<file path="src/rtl/lsu_bus.sv">
// Multi-cycle load/store unit: aligns lanes, builds strobes, extends loads, flags misaligned/illegal accesses.
// Latency: legal access responds 3 cycles after acceptance (more with bus stalls); errors respond next cycle.
// Backpressure: one access outstanding; req_ready low until the response is taken, mem_* held until mem_ready.
//
// Ports: req_* (execute-side request handshake), resp_* (result handshake),
//        mem_* (data-memory bus port: request handshake plus mem_rvalid completion).
module lsu_bus #(
    parameter int DATA_W = 64,
    parameter int ADDR_W = 32
) (
    input  logic                  clock,
    input  logic                  reset,
    input  logic                  req_valid,
    output logic                  req_ready,
    input  logic [ADDR_W-1:0]     req_addr,
    input  logic                  req_wen,
    input  logic [1:0]            req_size,
    input  logic                  req_signed,
    input  logic [DATA_W-1:0]     req_wdata,
    output logic                  resp_valid,
    input  logic                  resp_ready,
    output logic [DATA_W-1:0]     resp_rdata,
    output logic                  resp_err,
    output logic                  mem_valid,
    input  logic                  mem_ready,
    output logic [ADDR_W-1:0]     mem_addr,
    output logic                  mem_wen,
    output logic [DATA_W-1:0]     mem_wdata,
    output logic [DATA_W/8-1:0]   mem_wstrb,
    input  logic                  mem_rvalid,
    input  logic [DATA_W-1:0]     mem_rdata,
    input  logic                  mem_rerr
);
    localparam int         STRB_W = DATA_W / 8;
    localparam int         OFF_W  = $clog2(STRB_W);
    localparam logic [3:0] STRB_N = 4'(STRB_W);

    typedef enum logic [1:0] {S_IDLE, S_REQ, S_WAIT, S_RESP} state_t;

    state_t              state_q, state_d;
    logic                req_ready_q, req_ready_d;
    logic [ADDR_W-1:0]   mem_addr_q, mem_addr_d;
    logic                mem_wen_q, mem_wen_d;
    logic [DATA_W-1:0]   mem_wdata_q, mem_wdata_d;
    logic [STRB_W-1:0]   mem_wstrb_q, mem_wstrb_d;
    logic [OFF_W-1:0]    off_q, off_d;
    logic [1:0]          size_q, size_d;
    logic                signed_q, signed_d;
    logic [DATA_W-1:0]   resp_rdata_q, resp_rdata_d;
    logic                resp_err_q, resp_err_d;

    // Request decode, only consumed when a request is accepted in IDLE.
    logic [OFF_W-1:0]    req_off;
    logic [3:0]          req_n;
    logic [3:0]          align_mask;
    logic                req_bad;
    logic [STRB_W-1:0]   strb_base;

    assign req_off    = req_addr[OFF_W-1:0];
    assign req_n      = 4'd1 << req_size;
    assign align_mask = req_n - 4'd1;
    // Misaligned, or wider than the bus (size 3 on a 32-bit bus).
    assign req_bad    = (|(req_addr[2:0] & align_mask[2:0])) || (req_n > STRB_N);
    assign strb_base  = STRB_W'((9'd1 << req_n) - 9'd1);

    // Load path: shift the addressed lane down, then sign/zero fill above the access width.
    logic [DATA_W-1:0]   ld_raw;
    logic [DATA_W-1:0]   ld_ext;
    logic                ld_sbit;

    always_comb begin
        ld_raw = mem_rdata >> {off_q, 3'b000};
        ld_ext = '0;
        case (size_q)
            2'd0:    ld_sbit = ld_raw[7];
            2'd1:    ld_sbit = ld_raw[15];
            2'd2:    ld_sbit = ld_raw[31];
            default: ld_sbit = ld_raw[DATA_W-1];
        endcase
        for (int i = 0; i < DATA_W; i++) begin
            ld_ext[i] = ((i >> 3) < (1 << size_q)) ? ld_raw[i] : (signed_q & ld_sbit);
        end
    end

    always_comb begin
        state_d      = state_q;
        mem_addr_d   = mem_addr_q;
        mem_wen_d    = mem_wen_q;
        mem_wdata_d  = mem_wdata_q;
        mem_wstrb_d  = mem_wstrb_q;
        off_d        = off_q;
        size_d       = size_q;
        signed_d     = signed_q;
        resp_rdata_d = resp_rdata_q;
        resp_err_d   = resp_err_q;
        case (state_q)
            S_IDLE: begin
                if (req_valid) begin
                    mem_addr_d  = req_addr & ~ADDR_W'(STRB_W - 1);
                    mem_wen_d   = req_wen;
                    mem_wdata_d = req_wdata << {req_off, 3'b000};
                    mem_wstrb_d = req_wen ? (strb_base << req_off) : '0;
                    off_d       = req_off;
                    size_d      = req_size;
                    signed_d    = req_signed;
                    if (req_bad) begin
                        resp_err_d   = 1'b1;
                        resp_rdata_d = '0;
                        state_d      = S_RESP;
                    end else begin
                        state_d = S_REQ;
                    end
                end
            end
            S_REQ: begin
                // A completion seen in the same cycle as mem_ready is not ours to count.
                if (mem_ready) state_d = S_WAIT;
            end
            S_WAIT: begin
                if (mem_rvalid) begin
                    resp_err_d   = mem_rerr;
                    resp_rdata_d = (mem_rerr || mem_wen_q) ? '0 : ld_ext;
                    state_d      = S_RESP;
                end
            end
            default: begin
                if (resp_ready) state_d = S_IDLE;
            end
        endcase
    end

    // Registered so req_ready has no path from req_valid/resp_ready.
    assign req_ready_d = (state_d == S_IDLE);

    always_ff @(posedge clock) begin
        if (!reset) begin
            state_q      <= S_IDLE;
            req_ready_q  <= 1'b0;
            mem_addr_q   <= '0;
            mem_wen_q    <= 1'b0;
            mem_wdata_q  <= '0;
            mem_wstrb_q  <= '0;
            off_q        <= '0;
            size_q       <= '0;
            signed_q     <= 1'b0;
            resp_rdata_q <= '0;
            resp_err_q   <= 1'b0;
        end else begin
            state_q      <= state_d;
            req_ready_q  <= req_ready_d;
            mem_addr_q   <= mem_addr_d;
            mem_wen_q    <= mem_wen_d;
            mem_wdata_q  <= mem_wdata_d;
            mem_wstrb_q  <= mem_wstrb_d;
            off_q        <= off_d;
            size_q       <= size_d;
            signed_q     <= signed_d;
            resp_rdata_q <= resp_rdata_d;
            resp_err_q   <= resp_err_d;
        end
    end

    assign req_ready  = req_ready_q;
    assign mem_valid  = (state_q == S_REQ);
    assign resp_valid = (state_q == S_RESP);
    assign mem_addr   = mem_addr_q;
    assign mem_wen    = mem_wen_q;
    assign mem_wdata  = mem_wdata_q;
    assign mem_wstrb  = mem_wstrb_q;
    assign resp_rdata = resp_rdata_q;
    assign resp_err   = resp_err_q;
endmodule

</file>
<file path="config.mk">
export PLATFORM = sky130hd
export DESIGN_NAME = lsu_bus
export DESIGN_NICKNAME = d
export VERILOG_FILES = /design/src/rtl/lsu_bus.sv
export SDC_FILE = /design/constraint.sdc
export NUM_CORES = 1
export LEC_CHECK = 0
export ABC_CLOCK_PERIOD_IN_PS = 7100
export CAP_MARGIN = 20
export CELL_PAD_IN_SITES_DETAIL_PLACEMENT = 0
export CELL_PAD_IN_SITES_GLOBAL_PLACEMENT = 2
export CORE_ASPECT_RATIO = 1.75
export CORE_MARGIN = 2
export CORE_UTILIZATION = 27
export CTS_CLUSTER_DIAMETER = 150
export CTS_CLUSTER_SIZE = 24
export DETAILED_ROUTE_END_ITERATION = 8
export PLACE_DENSITY = 0.83
export SYNTH_ARGS = -nofsm -noshare
export SYNTH_HDL_FRONTEND = slang
export SYNTH_SLANG_ARGS = --single-unit
export TNS_END_PERCENT = 50
</file>
<file path="constraint.sdc">
create_clock -name clock -period 7.1 [get_ports clock]
set_clock_uncertainty 0.05 [all_clocks]
set_input_delay 1.065 -clock clock [delete_from_list [all_inputs] [get_ports clock]]
set_output_delay 1.065 -clock clock [all_outputs]
set_load 0.1 [all_outputs]
</file>
== Yosys cells after proc, flatten, opt, wreduce, memory -nomap -nowiden ==
Cells that the tools add are included.
W data, S select, Z words.
Operators by class
  magnitude comparators: 9
  reductions and logical operators: 9
  multiplexer cells: 81
  $add $sub $neg: 2
  equal/unequal tests: 8
  bitwise operators: 2
  shift operators: 6
Operator list (number)
  $mux W64: 4
  $lt A4 B32 Y1 const A: 4
  $pmux W64 S2: 1
  $mux W1: 67
  $lt A3 B32 Y1 const A: 2
  $shl A64 B6 Y64: 1
  $shr A64 B6 Y64: 1
  $lt A1 B32 Y1 const A: 1
  $lt A2 B32 Y1 const A: 1
  $shl A1 B2 Y32 const A: 1
  $mux W2: 5
  $mux W8: 1
  $shl A1 B4 Y8 const A: 1
  $shl A8 B3 Y8: 1
  $sub A8 B1 Y8 const B: 1
  $eq A2 B2 Y1 const B: 3
  $logic_not A2 Y1: 3
  $ne A2 B2 Y1 const B: 3
  $pmux W2 S3: 1
  $eq A2 B1 Y1 const B: 2
  $gt A4 B4 Y1 const B: 1
  $reduce_and A4 Y1: 1
  $shl A1 B2 Y4 const A: 1
  $and A3 B3 Y3: 1
  other kinds (8): 9
Word-level totals
  output and inout bits: 173
  register bits after elaboration: 176
  word-level logic and storage cells: 128
  input port bits: 171

== Logic depth before layout (Yosys ltp) ==
Gate-level depths: netlist of run 1.
  depth after elaboration: 9
  gate-level depth with buffers: 10
  depth with buffers taken out: 7

== Least setup slack after synthesis of run 1 ==
OpenSTA, ideal clock, no wires.
  path type: register to output
  from: reg state_q[0]
  to: out mem_valid
  stages on the path, launching flop included: 3
  data required time: 5.985 ns
  buffers on the path: 1
  data arrival time: 1.962 ns
  path slack: 4.023 ns
  cells stage by stage: dfxtp_1 -> clkbuf_1 -> nor2b_1
Between the ends
  word-level cells in the longest chain between the ends: 1
Ends and longest elaborated chain
  start, declared: line 40  | state_t state_q, state_d;
  start signal, assigned: line 149  | state_q <= state_d;
  $eq A2 B1 Y1: line 164  | assign mem_valid = (state_q == S_REQ);
  end, declared: line 24  | output logic mem_valid,
No other way between the ends.

== Worst setup path in the final report of run 1 ==
  from: in req_size[1]
  to: reg resp_rdata_q[59] (netlist: resp_rdata[59])
Between the ends
  word-level cells in the longest chain between the ends: 7
  elaborated cells on any way between the ends: 8
  classes of those cells: 1 x add/sub; 1 x order compare; 1 x eq/ne; 1 x shift; 1 x bitwise; 3 x reduce/logical
Ends and longest elaborated chain
  start, declared: line 17  | input logic [1:0] req_size,
  $shl A1 B2 Y4 (*): line 60  | assign req_n = 4'd1 << req_size;
  $sub A3 B1 Y3: line 61  | assign align_mask = req_n - 4'd1;
  $and A3 B3 Y3: line 63  | assign req_bad = (|(req_addr[2:0] & align_mask[2:0])) || (req_n > STRB_N);
  $reduce_or A3 Y1: line 63
  $logic_or A1 B1 Y1 (*): line 63
  $ne A2 B2 Y1 (no line) (*)
  $reduce_and A4 Y1 (no line) (*)
  end signal, assigned: line 158  | resp_rdata_q <= resp_rdata_d;
  end, declared: line 49  | logic [DATA_W-1:0] resp_rdata_q, resp_rdata_d;
Mark *: on every way between the ends. The rest lies on a longest branch, timed or not.
A chain may end at the register's enable or synchronous reset.

==> results by stage, run 1 <==
Logic synthesis:
- The synthesis warning total is 0.
- In the post-synthesis netlist, the biggest area contributors are dfxtp_1 38%, mux2i_1 9.3%, nand2_1 8.0%, nor2_1 4.2%, a22o_1 3.7%.
- Yosys mapped a number of flops with a built-in enable equal to 0.
- The top-area cell type share of the netlist area is 0.377.
- The number of storage elements in the synthesis netlist is about 180.
- The async set-or-reset flop fraction in the synthesized netlist is 0.
- The fraction of the yosys area taken by sequential cells is 0.377.
- The predominant post-synthesis flop cell is dfxtp_1.
- The post-synthesis cell type with the largest combined area is dfxtp_1.
- The post-synth design cell area is approximately 9300 µm².
- The unique cell type count in the Yosys netlist is 57.
- The average cell area after synthesis is 8.43 µm².
- The cell count after synthesis is about 1.1k.

Detailed routing:
- After detailed routing, the average wire length per cell comes to around 22 µm.
- The total routed wirelength is about 40,000 µm.
- The vias after detailed routing is around 9.5k.
- In this run the remaining antenna-violating nets after routing total 0.
- For this run, the detailed router's first-pass iteration total came to 7.
- After the first detailed-routing iteration, the DRC count stood at 615.
- The DRC violation count after routing is 0.
- The post-detailed-route via-to-cell ratio is ~5.2.

Global route:
- The number of antenna violations at the first check in global routing is 1.
- The first-pass GRT wire length is around 59,000 µm.
- The total routing usage reported by global routing is 0.220.
- For this run the aggregate overflow at the end of global routing stands at 0.
- The via count of the first global-routing pass is 9,346.
- Entering global routing, the biggest net connects between 80 and 90 pins.

Finish:
- After filler insertion, the fill cell instance count of the layout stands at between 3k and 4k.
- The area growth from synthesis to layout is 45.2%.
- For this run, the post-layout net count is approximately 1.5k.
- At the end of the flow the core is filled with cells to 0.395.
- The layout cell share with drive strength beyond 1 is 0.0714.
- The top cell types in the final layout, fill and taps aside, are 337 x clkdlybuf4s50_1, 198 x nand2_1, 175 x dfxtp_1.
- Leaving out fill and tap cells, the most frequent cell in the layout is clkdlybuf4s50_1.

Worst setup path:
- The launch instance of the worst register-to-register path is off_q[0].
- In this run the worst setup path terminates at resp_rdata[59].
- The data arrival time of the critical path is 4.39 ns.
- The instance count on the critical path is 9.
- The setup slack on the worst flop-to-flop path is between 3 and 4 ns.
- For this design, the slowest cell found on the critical path is a21oi_1.
- On the worst path, the slowest cell contributes a delay of ~0.80 ns.
- The terminus of the critical flop-to-flop path is resp_rdata[22].
- The critical path is of the input pin to flop type.
- Grouping stages by cell kind, the critical path spends the most delay in compound AO/OA/AOI/OAI gates.
- The worst register-to-register path has a depth of 6.
- The maximum fanout encountered on the critical timing path is 31.
- The buffers plus inverters on the worst setup path is 2.
- STA classifies the critical path endpoint as a flop.
- The critical path startpoint category is an input pin.
- Traced cell by cell, the critical path runs through clkdlybuf4s50_1 -> nor2_1 -> ha_1 -> nand2b_1 -> a31oi_1 -> a21oi_1 -> and2_2 -> buf_16 -> a22o_1.
- Data on the critical path is required at its endpoint by roughly 7.5 ns.
- The launching element of the worst setup path is req_size[1].

Timing:
- The least setup slack across all paths after layout is ~3.1 ns.
- The count of pins over their slew limit is 0.
- Dividing the final minimum period by the clock period gives 0.570.
- The final hold violation count is 0.
- The post-layout minimum cycle time is between 4 and 5 ns.
- In the final timing run, aggregate negative setup slack is 0 ns.
- The final-report setup violation count is 0.
- Setup repair after global routing left no endpoint under its margin.
- For the pin with the worst max-slew slack, the measured transition is about 1.1 ns.
- For this run, the top clock speed supported by timing is 247 MHz.
- The worst pin sits at a relative slew slack of 0.277.

Clock network:
- The buffer levels on the longest clock path is 2.
- In this run the number of H-tree levels came out at 4.
- The clock transition time at the flip-flop clock pins of the worst setup and hold paths is 0.07 ns.
- The number of resized instances in the post-cts repair step is 0.
- The clock sink count is roughly 180.
- Buffers inserted to repair hold after CTS numbered 0.
- The post-CTS setup repair buffer count is 0.
- TritonCTS built the clock tree.
- The later pin in the worst-skew pair is clocked with a latency of approximately 0.45 ns.
- The root buffer selected by CTS is clkbuf_16.
- The number of buffers created by CTS is 17.

Power and ir drop:
- The overall power consumption is 0.00316 W.
- The relative contribution of the clock network to total power is 0.304.
- Of the total power, registers draw 0.349.
- Internal power comes to around 0.0019 W.
- Power spread over the standard cell area amounts to 233 nW/µm².
- The switching power share of the total is 0.407.
- The total net switching power is ~0.0013 W.
- The cell leakage power is 4.94 nW.
- The share of total power dissipated in combinational logic is 0.347.
- VDD sags by at most approximately 0.00019 V.

Flow run:
- The max-capacitance violation count is 0.

Outcome:
- The flow ran to the end, and the final reports show no timing, DRC or antenna violations.

Floorplan:
- The die covers between 30,000 and 40,000 µm².
- In this run the vertical extent of the chip is 250 µm.
- The boundary pin count is about 340.
- The horizontal die dimension is around 140 µm.
- The effective utilization at floorplan is 0.272.
- The core footprint is 34,300 µm².
- Row generation in the floorplan step produced 90 rows.

Min path:
- In this run the worst hold path is classified as flop to flop.

Placement:
- The wire-length estimate of the detail-placed layout is approximately 31,000 µm.
- The pre-CTS setup slack is around 2.4 ns.
- Buffers placed on the I/O ports in this run total 340.
- Routability-driven placement finished with a final weighted congestion of 0.891.
[metrics by stage]
stage	instance area, µm²	instances	hold slack, ns
floorplan	9350	1110	0.428
global placement	12900	1812	0.391
detailed placement	12900	1812	0.393
CTS	13500	1844	0.404
global route	13600	1846	0.425
finish	13600	1847	0.401
[power by group through the flow]
stage                     clock, W  combinational (W)  sequential [W]
after floorplan                  0           0.000384         0.00148
after global placement           0            0.00109         0.00112
after detailed placement         0            0.00109         0.00112
after CTS                 0.000986            0.00110         0.00110
after global routing       0.00102            0.00115         0.00111
final                     0.000959            0.00110         0.00110
[registers in the layout, summed over array words and instances, names as in the netlist, 2 cells and up]
| register | flops |
|---|---|
| off_q | 3 |
| mem_wdata | 64 |
| mem_addr | 29 |
| size_q | 2 |
| resp_rdata | 64 |
| mem_wstrb | 8 |
| state_q | 2 |
[final cells by class]
type | instances | area (µm²) | share of cell area
Multi-Input combinational cell | 817 | 5320 | 0.392
Timing Repair Buffer | 354 | 3530 | 0.261
Sequential cell | 176 | 3530 | 0.260
Tap cell | 460 | 576 | 0.0424
Clock buffer | 17 | 425 | 0.0314
Clock inverter | 15 | 146 | 0.0108
Inverter | 7 | 28.8 | 0.00212
Antenna cell | 1 | 2.50 | 0.000185
[metal layers]
layer | GRT usage | vias up | wire length, µm
li1 | - | 4563 | -
met1 | 0.230 | 4475 | 14300
met2 | 0.401 | 400 | 21500
met3 | 0.0507 | 75 | 2720
met4 | 0.115 | 0 | 2070
met5 | 0 | - | 0
[synthesized netlist by cell type, drive strengths merged (18+ instances only)]
master,count
nand2,199
dfxtp,176
nor2,105
mux2i,88
clkbuf,73
a21oi,68
o21ai,40
a22o,39
buf,37
o211ai,30
a211oi,25
a22oi,25
o2bb2ai,24
mux2,18
[worst min-delay path by stage]
stage | start | endpoint | slack (ns) | cells past startpoint
floorplan | signed_q | signed_q | 0.43 | 2
global placement | mem_wstrb[4] | mem_wstrb[4] | 0.39 | 2
detailed placement | mem_wstrb[7] | mem_wstrb[7] | 0.39 | 2
CTS | mem_wstrb[7] | mem_wstrb[7] | 0.40 | 2
global route | mem_wstrb[7] | mem_wstrb[7] | 0.42 | 2
finish | mem_wstrb[7] | mem_wstrb[7] | 0.40 | 2
[worst min-delay path, stage by stage, from the launching register on]
cell and delay, ns:
dfxtp_1 0.31, nand2_1 0.05, a21oi_1 0.05
[kinds of logic after synthesis]
family	share of synthesized area
fa+ha+maj	0.00134
flops	0.377
buf+inv	0.0549
simple gates	0.164
other cells	0.000401
compound gates	0.248
mux	0.154
Power figures use the tool's default switching activity.
==> inputs of run 2 (changes only) <==
ABC_CLOCK_PERIOD_IN_PS = 4050   (was 7100)
CORE_UTILIZATION = 25   (was 27)
PLACE_DENSITY = 0.77   (was 0.83)
clock period = 4.05 ns   (was 7.1 ns; I/O delays follow)
==> results by stage, run 2 (same netlist as run 1, synthesis figures left out) <==
Timing:
- The final cycle utilization of the critical path is 0.749.
- The least setup slack across all paths after layout is 1.02 ns (was 3.05 ns).
- The clock period could shrink to about 3 ns.
- RSZ-0062 raised after global routing: no (unchanged).
- The final-report setup violation count is 0 (unchanged).
- The worst-margin pin slew is 1.09 ns (was 1.08 ns).
- The count of pins over their slew limit is 0 (unchanged).
- The worst slack on hold paths is 0.405 ns (was 0.401 ns).
- The worst max-slew margin expressed relative to the limit was 0.268 (was 0.277).
- For this run, the top clock speed supported by timing is 330 MHz.
- The final hold violation count was 0 (unchanged).
- The final sum of negative setup slack is 0 ns (unchanged).

Power and ir drop:
- The total net switching power was 0.00227 W (was 0.00129 W).
- The combinational share of power came to 0.347 (about the same).
- The switching power share of the total is 0.404 (was 0.407).
- The cell leakage power is 4.99 nW (was 4.94 nW).
- The cell area power density is 412 nW/µm² (was 233 nW/µm²).
- The sequential share of power was 0.342 (was 0.349).
- The peak ir drop on the vdd network was 0.000311 V (was 0.000189 V).
- The relative contribution of the clock network to total power came to 0.310 (was 0.304).
- The internal cell power came to 0.00335 W (was 0.00187 W).

Worst setup path:
- The setup slack on the worst flop-to-flop path is 1.07 ns (was 3.99 ns).
- The critical path startpoint category is a flop (was input pin).
- The maximum fanout encountered on the critical timing path was 13 (was 31).
- The launching element of the worst setup path is state_q[0] (was req_size[1]).
- The kind of end point of the critical path is an output pin (was flop).
- The launch instance of the worst register-to-register path is off_q[1] (was off_q[0]).
- The required arrival time at the worst endpoint is 3.39 ns (was 7.45 ns).
- The data arrival time of the critical path is 2.38 ns (was 4.39 ns).
- The path type of the worst setup path is flop to output pin (was input pin to flop).
- The terminus of the critical flop-to-flop path is resp_rdata[22] (unchanged).
- The worst-case reg-to-reg path depth was 6 (unchanged).

Finish:
- The count of inserted antenna diode cells is 0 (was 1).
- Most frequent cells in the layout: 338 x clkdlybuf4s50_1, 198 x nand2_1, 175 x dfxtp_1 (was 337 x clkdlybuf4s50_1, 198 x nand2_1, 175 x dfxtp_1).
- The post-synthesis to final-layout area growth came to 46.2% (was 45.2%).
- The final core area utilization is 0.370 (was 0.395).
- The number of fill cells was 3,805 (was 3,460).
- The non-filler instance count after layout was 1,866 (was 1,847).
- The commonest non-fill, non-tap cell in the layout is clkdlybuf4s50_1 (unchanged).
- The layout net count is 1,550 (was 1,545).
- The layout cell share with drive strength beyond 1 came to 0.0740 (was 0.0714).

Clock network:
- The number of buffers inserted by hold repair at cts is 0 (unchanged).
- The clock sink count is 176 (unchanged).
- The clock tree from TritonCTS is done (unchanged).
- The root buffer selected by CTS is clkbuf_16 (unchanged).
- The buffer levels on the longest clock path was 2 (unchanged).
- The number of resized instances in the post-cts repair step was 0 (unchanged).
- The number of buffers created by CTS is 17 (unchanged).
- The total number of H-tree levels is 4 (unchanged).
- The post-CTS setup repair buffer count is 0 (unchanged).
- The clock latency on the worst-skew pair came to 0.45 ns (about the same).
- The clock transition time at the flip-flop clock pins of the worst setup and hold paths is 0.07 ns (about the same).

Floorplan:
- The effective utilization at floorplan is 0.253 (was 0.272).
- The core footprint is 36,900 µm² (was 34,300 µm²).
- The horizontal die dimension is 150 µm (was 145 µm).
- The area of the die came to 39,000 µm² (was 36,200 µm²).
- The boundary pin count is 344 (unchanged).
- The count of standard-cell rows is 93 (was 90).
- The height of the die is 260 µm (was 250 µm).

Detailed routing:
- The post-detailed-route via-to-cell ratio is 5.10 (was 5.15).
- The average wire per cell in the routed design is 22.8 µm (was 22.0 µm).
- The DRC violation count after routing is 0 (unchanged).
- The total routed wirelength is 42,600 µm (was 40,700 µm).
- The count of antenna-violating nets left after detailed routing came to 0 (unchanged).
- The vias after detailed routing is 9,524 (was 9,513).
- The first-pass detailed-route iteration total was 8 (was 7).
- The iteration-0 DRC count of the detailed router was 571 (was 615).

Outcome:
- Run status: complete, no violations (unchanged).

Global route:
- The via count of the first global-routing pass is 9,399 (was 9,346).
- The first-pass GRT wire length came to 61,000 µm (was 58,800 µm).
- The number of antenna violations at the first check in global routing is 4 (was 1).
- The total routing usage reported by global routing is 0.212 (was 0.220).
- The pin count of the biggest net entering global routing is 87 (unchanged).
- The sum of overflow across all layers after global routing came to 0 (unchanged).

Placement:
- The placed cell count is 1,833 (was 1,812).
- The pre-CTS setup slack is 0.477 ns (was 2.37 ns).
- The number of buffer cells added on primary ports is 340 (unchanged).
- The HPWL reported at the end of detailed placement is 32,500 µm (was 30,800 µm).
- The weighted congestion reported at the end of routability-driven placement is 0.909 (was 0.891).

Min path:
- The worst hold path stage count is 2 (unchanged).
- The worst min-delay path startpoint is mem_addr[19] (was mem_wstrb[7]).
- The endpoint with the worst hold slack is mem_addr[19] (was mem_wstrb[7]).
- The worst min-delay path class is flop to flop (unchanged).

Flow run:
- The max-capacitance violation count is 0 (unchanged).
[run 2: changes by cell type in the layout (fill, tap and decap cells not counted), sizes merged]
| cell | delta |
|---|---|
| buf | +5 |
| bufinv | +1 |
| clkbuf | -1 |
| clkdlybuf4s50 | +1 |
| clkinv | +1 |
| clkinvlp | -2 |
| diode | -1 |
[run 2: power groups by stage]
stage,sequential (W),combinational [W],clock [W]
final,0.00193,0.00195,0.00174
after global routing,0.00194,0.00205,0.00184
after CTS,0.00192,0.00195,0.00179
after detailed placement,0.00196,0.00195,0
after global placement,0.00196,0.00195,0
after floorplan,0.00259,0.000674,0
[run 2: worst max-delay path by stage]
stage / to / slack [ns]
2_1_floorplan: mem_valid / 1.43
3_3_place_gp: resp_rdata[35] / 0.55
3_5_place_dp: resp_rdata[13] / 0.48
4_1_cts: resp_rdata[63] / 0.96
5_1_grt: mem_valid / 0.85
6_report: mem_valid / 1.02
[run 2: layout make-up]
type,instances,area (µm²),share of cell area
clock inverter,15,170,0.0125
multi-input combinational,817,5330,0.390
clock buffer,17,425,0.0312
timing repair buffer,359,3580,0.262
inverter,7,28.8,0.00211
sequential,176,3530,0.258
tap,475,594,0.0435
[run 2: stage by stage]
| step | total power, W | area [µm²] |
|---|---|---|
| 3_5_place_dp | 0.00391 | 13000 |
| 2_1_floorplan | 0.00326 | 9350 |
| 3_3_place_gp | 0.00391 | 13000 |
| 5_1_grt | 0.00583 | 13700 |
| 4_1_cts | 0.00567 | 13600 |
| 6_report | 0.00562 | 13700 |
[run 2: per-layer routing]
metal / up-vias / GRT usage / share of wire / routed length (µm)
li1: 4556 / - / - / -
met3: 72 / 0.0493 / 0.064 / 2740
met1: 4498 / 0.215 / 0.35 / 14900
met5: - / 0 / 0.0013 / 55
met2: 390 / 0.400 / 0.54 / 22900
met4: 8 / 0.104 / 0.046 / 1980
[run 2: worst max-delay path, cell delays in order (launching register included)]
cell	delay, ns
dfxtp_1	0.55
nor2b_1	0.19
clkdlybuf4s50_1	1.19
==> inputs of run 3 (changes only) <==
ABC_CLOCK_PERIOD_IN_PS = 3100   (was 4050)
clock period = 3.1 ns   (was 4.05 ns; I/O delays follow)
==> results by stage, run 3 (same netlist as run 1, synthesis figures left out) <==
Min path:
- The worst min-delay path startpoint was req_addr[1] (was mem_addr[19]).
- The worst hold path stage count is 3 (was 2).
- The worst min-delay path class is input pin to flop (was flop to flop).
- The endpoint with the worst hold slack is off_q[1] (was mem_addr[19]).

Timing:
- The final hold violation count came to 0 (unchanged).
- After layout, the minimum clock period comes to between 2 and 3 ns.
- The worst slack on hold paths is 0.344 ns (was 0.405 ns).
- The final sum of negative setup slack is 0 ns (unchanged).
- The worst max-slew margin expressed relative to the limit is 0.404 (was 0.268).
- RSZ-0062 raised after global routing: no (unchanged).
- Dividing the final minimum period by the clock period gives 0.863.
- The worst-margin pin slew is 0.889 ns (was 1.09 ns).
- The final-report setup violation count is 0 (unchanged).
- The count of pins over their slew limit is 0 (unchanged).
- The highest attainable clock frequency is about 370 MHz.

Floorplan:
- The horizontal die dimension is 150 µm (unchanged).
- The core footprint is 36,900 µm² (unchanged).
- The count of standard-cell rows came to 93 (unchanged).
- The boundary pin count is 344 (unchanged).
- The area of the die was 39,000 µm² (unchanged).
- The effective utilization at floorplan is 0.253 (unchanged).
- The height of the die came to 260 µm (unchanged).

Flow run:
- The max-capacitance violation count is 0 (unchanged).

Detailed routing:
- The DRC violation count after routing is 0 (unchanged).
- The count of antenna-violating nets left after detailed routing is 0 (unchanged).
- The total routed wirelength is 43,100 µm (was 42,600 µm).
- The iteration-0 DRC count of the detailed router is 492 (was 571).
- The vias after detailed routing is 9,551 (was 9,524).
- The first-pass detailed-route iteration total is 4 (was 8).
- The post-detailed-route via-to-cell ratio is 5.06 (was 5.10).
- The average wire per cell in the routed design is 22.8 µm (about the same).

Global route:
- The total routing usage reported by global routing came to 0.215 (was 0.212).
- The via count of the first global-routing pass is 9,564 (was 9,399).
- The pin count of the biggest net entering global routing was 88 (was 87).
- The sum of overflow across all layers after global routing is 0 (unchanged).
- The number of antenna violations at the first check in global routing is 3 (was 4).
- The first-pass GRT wire length was 62,100 µm (was 61,000 µm).

Finish:
- The layout cell share with drive strength beyond 1 is 0.206 (was 0.0740).
- The layout net count is 1,570 (was 1,550).
- The number of fill cells was 3,886 (was 3,805).
- The post-synthesis to final-layout area growth is 43.0% (was 46.2%).
- Most frequent cells in the layout: 205 x buf_4, 198 x nand2_1, 175 x dfxtp_1 (was 338 x clkdlybuf4s50_1, 198 x nand2_1, 175 x dfxtp_1).
- The final core area utilization is 0.362 (was 0.370).
- The combined flip-flop and latch cell area is 3530 µm² (unchanged).
- The commonest non-fill, non-tap cell in the layout was buf_4 (was clkdlybuf4s50_1).
- The area of combinational cells with multiple inputs is 5330 µm² (unchanged).

Worst setup path:
- The kind of end point of the critical path is a flop (was output pin).
- The launching element of the worst setup path is off_q[0] (was state_q[0]).
- The worst-case reg-to-reg path depth is 6 (unchanged).
- The required arrival time at the worst endpoint was 3.38 ns (was 3.39 ns).
- The setup slack on the worst flop-to-flop path is 0.43 ns (was 1.07 ns).
- The path type of the worst setup path is flop to flop (was flop to output pin).
- The maximum fanout encountered on the critical timing path is 21 (was 13).
- The critical path startpoint category was a flop (unchanged).
- The standard cell with the maximum stage delay on the critical path is o31ai_2 (was clkdlybuf4s50_1).
- Crit path cell chain: mux2_2 -> o22a_1 -> and4b_1 -> o31ai_2 -> buf_4 -> o2bb2ai_1 (was nor2b_1 -> clkdlybuf4s50_1).
- The launch instance of the worst register-to-register path is off_q[0] (was off_q[1]).
- The data arrival time of the critical path is 2.95 ns (was 2.38 ns).
- The stage delay of the slowest cell on the critical path is 0.72 ns (was 1.19 ns).
- The terminus of the critical flop-to-flop path is resp_rdata[20] (was resp_rdata[22]).

Power and ir drop:
- The relative contribution of the clock network to total power is 0.297 (was 0.310).
- The sequential share of power is 0.348 (was 0.342).
- The combinational share of power is 0.355 (was 0.347).
- The cell leakage power is 5.39 nW (was 4.99 nW).
- The peak ir drop on the vdd network is 0.000418 V (was 0.000311 V).
- The switching power share of the total was 0.411 (was 0.404).
- The internal cell power is 0.00424 W (was 0.00335 W).
- The total net switching power was 0.00295 W (was 0.00227 W).
- The cell area power density came to 538 nW/µm² (was 412 nW/µm²).

Clock network:
- The clock tree from TritonCTS is done (unchanged).
- The root buffer selected by CTS was clkbuf_16 (unchanged).
- The clock latency on the worst-skew pair is 0.45 ns (about the same).
- The number of buffers created by CTS is 17 (unchanged).
- The clock sink count is 176 (unchanged).
- The number of buffers inserted by hold repair at cts is 0 (unchanged).
- The post-CTS setup repair buffer count is 0 (unchanged).
- The buffer levels on the longest clock path is 2 (unchanged).
- The total number of H-tree levels is 4 (unchanged).
- The clock transition time at the flip-flop clock pins of the worst setup and hold paths is 0.07 ns (about the same).
- The number of resized instances in the post-cts repair step is 0 (unchanged).

Placement:
- The number of buffer cells added on primary ports is 340 (unchanged).
- The HPWL reported at the end of detailed placement is 33,600 µm (was 32,500 µm).
- The weighted congestion reported at the end of routability-driven placement was 0.900 (was 0.909).

Outcome:
- Run status: complete, no violations (unchanged).
-- run 3: worst max-delay path by stage --
stage	end	slack [ns]	depth (start not counted)
floorplan	mem_valid	0.62	2
global placement	resp_rdata[17]	0.16	7
detailed placement	resp_rdata[18]	0.12	7
CTS	resp_rdata[19]	0.43	6
global route	resp_rdata[21]	0.28	6
finish	resp_rdata[20]	0.43	6
-- run 3: layout make-up --
type	instances	area share
Multi-Input combinational cell	817	0.399
Inverter	7	0.00215
Tap cell	475	0.0445
Clock buffer	21	0.0345
Antenna cell	1	0.000187
Clock inverter	11	0.00721
Sequential cell	176	0.264
Timing Repair Buffer	379	0.249
-- run 3: through the flow --
stage | std cells | instance area [µm²] | worst slack (ns) | power, W
after CTS | 1886 | 13400 | 0.434 | 0.00727
after detailed placement | 1854 | 12800 | 0.125 | 0.00512
after floorplan | 1110 | 9350 | 0.623 | 0.00426
after global placement | 1854 | 12800 | 0.161 | 0.00512
after global routing | 1886 | 13400 | 0.281 | 0.00746
final | 1887 | 13400 | 0.425 | 0.00719
-- run 3: power groups by stage --
stage,clock network (W),logic [W],registers [W]
final,0.00213,0.00256,0.00250
after detailed placement,0,0.00257,0.00255
after CTS,0.00219,0.00257,0.00250
after global placement,0,0.00257,0.00255
after floorplan,0,0.000880,0.00338
after global routing,0.00225,0.00269,0.00252
-- run 3: worst max-delay path, delay by kind of cell, from the launching register on --
| family | cells | cell delay [ns] |
|---|---|---|
| AO/OA/AOI/OAI | 3 | 1.02 |
| flip-flops | 1 | 0.55 |
| multiplexers | 1 | 0.42 |
| buffers and inverters | 1 | 0.29 |
| AND/OR/NAND/NOR | 1 | 0.21 |
-- run 3: layer usage --
metal	wire length, µm	up-vias	global-route usage	part of all wire
met5	23	-	0	0.00053
met4	2000	4	0.105	0.046
met3	2670	74	0.0489	0.062
met2	23300	374	0.412	0.54
met1	15100	4495	0.214	0.35
li1	-	4604	-	-
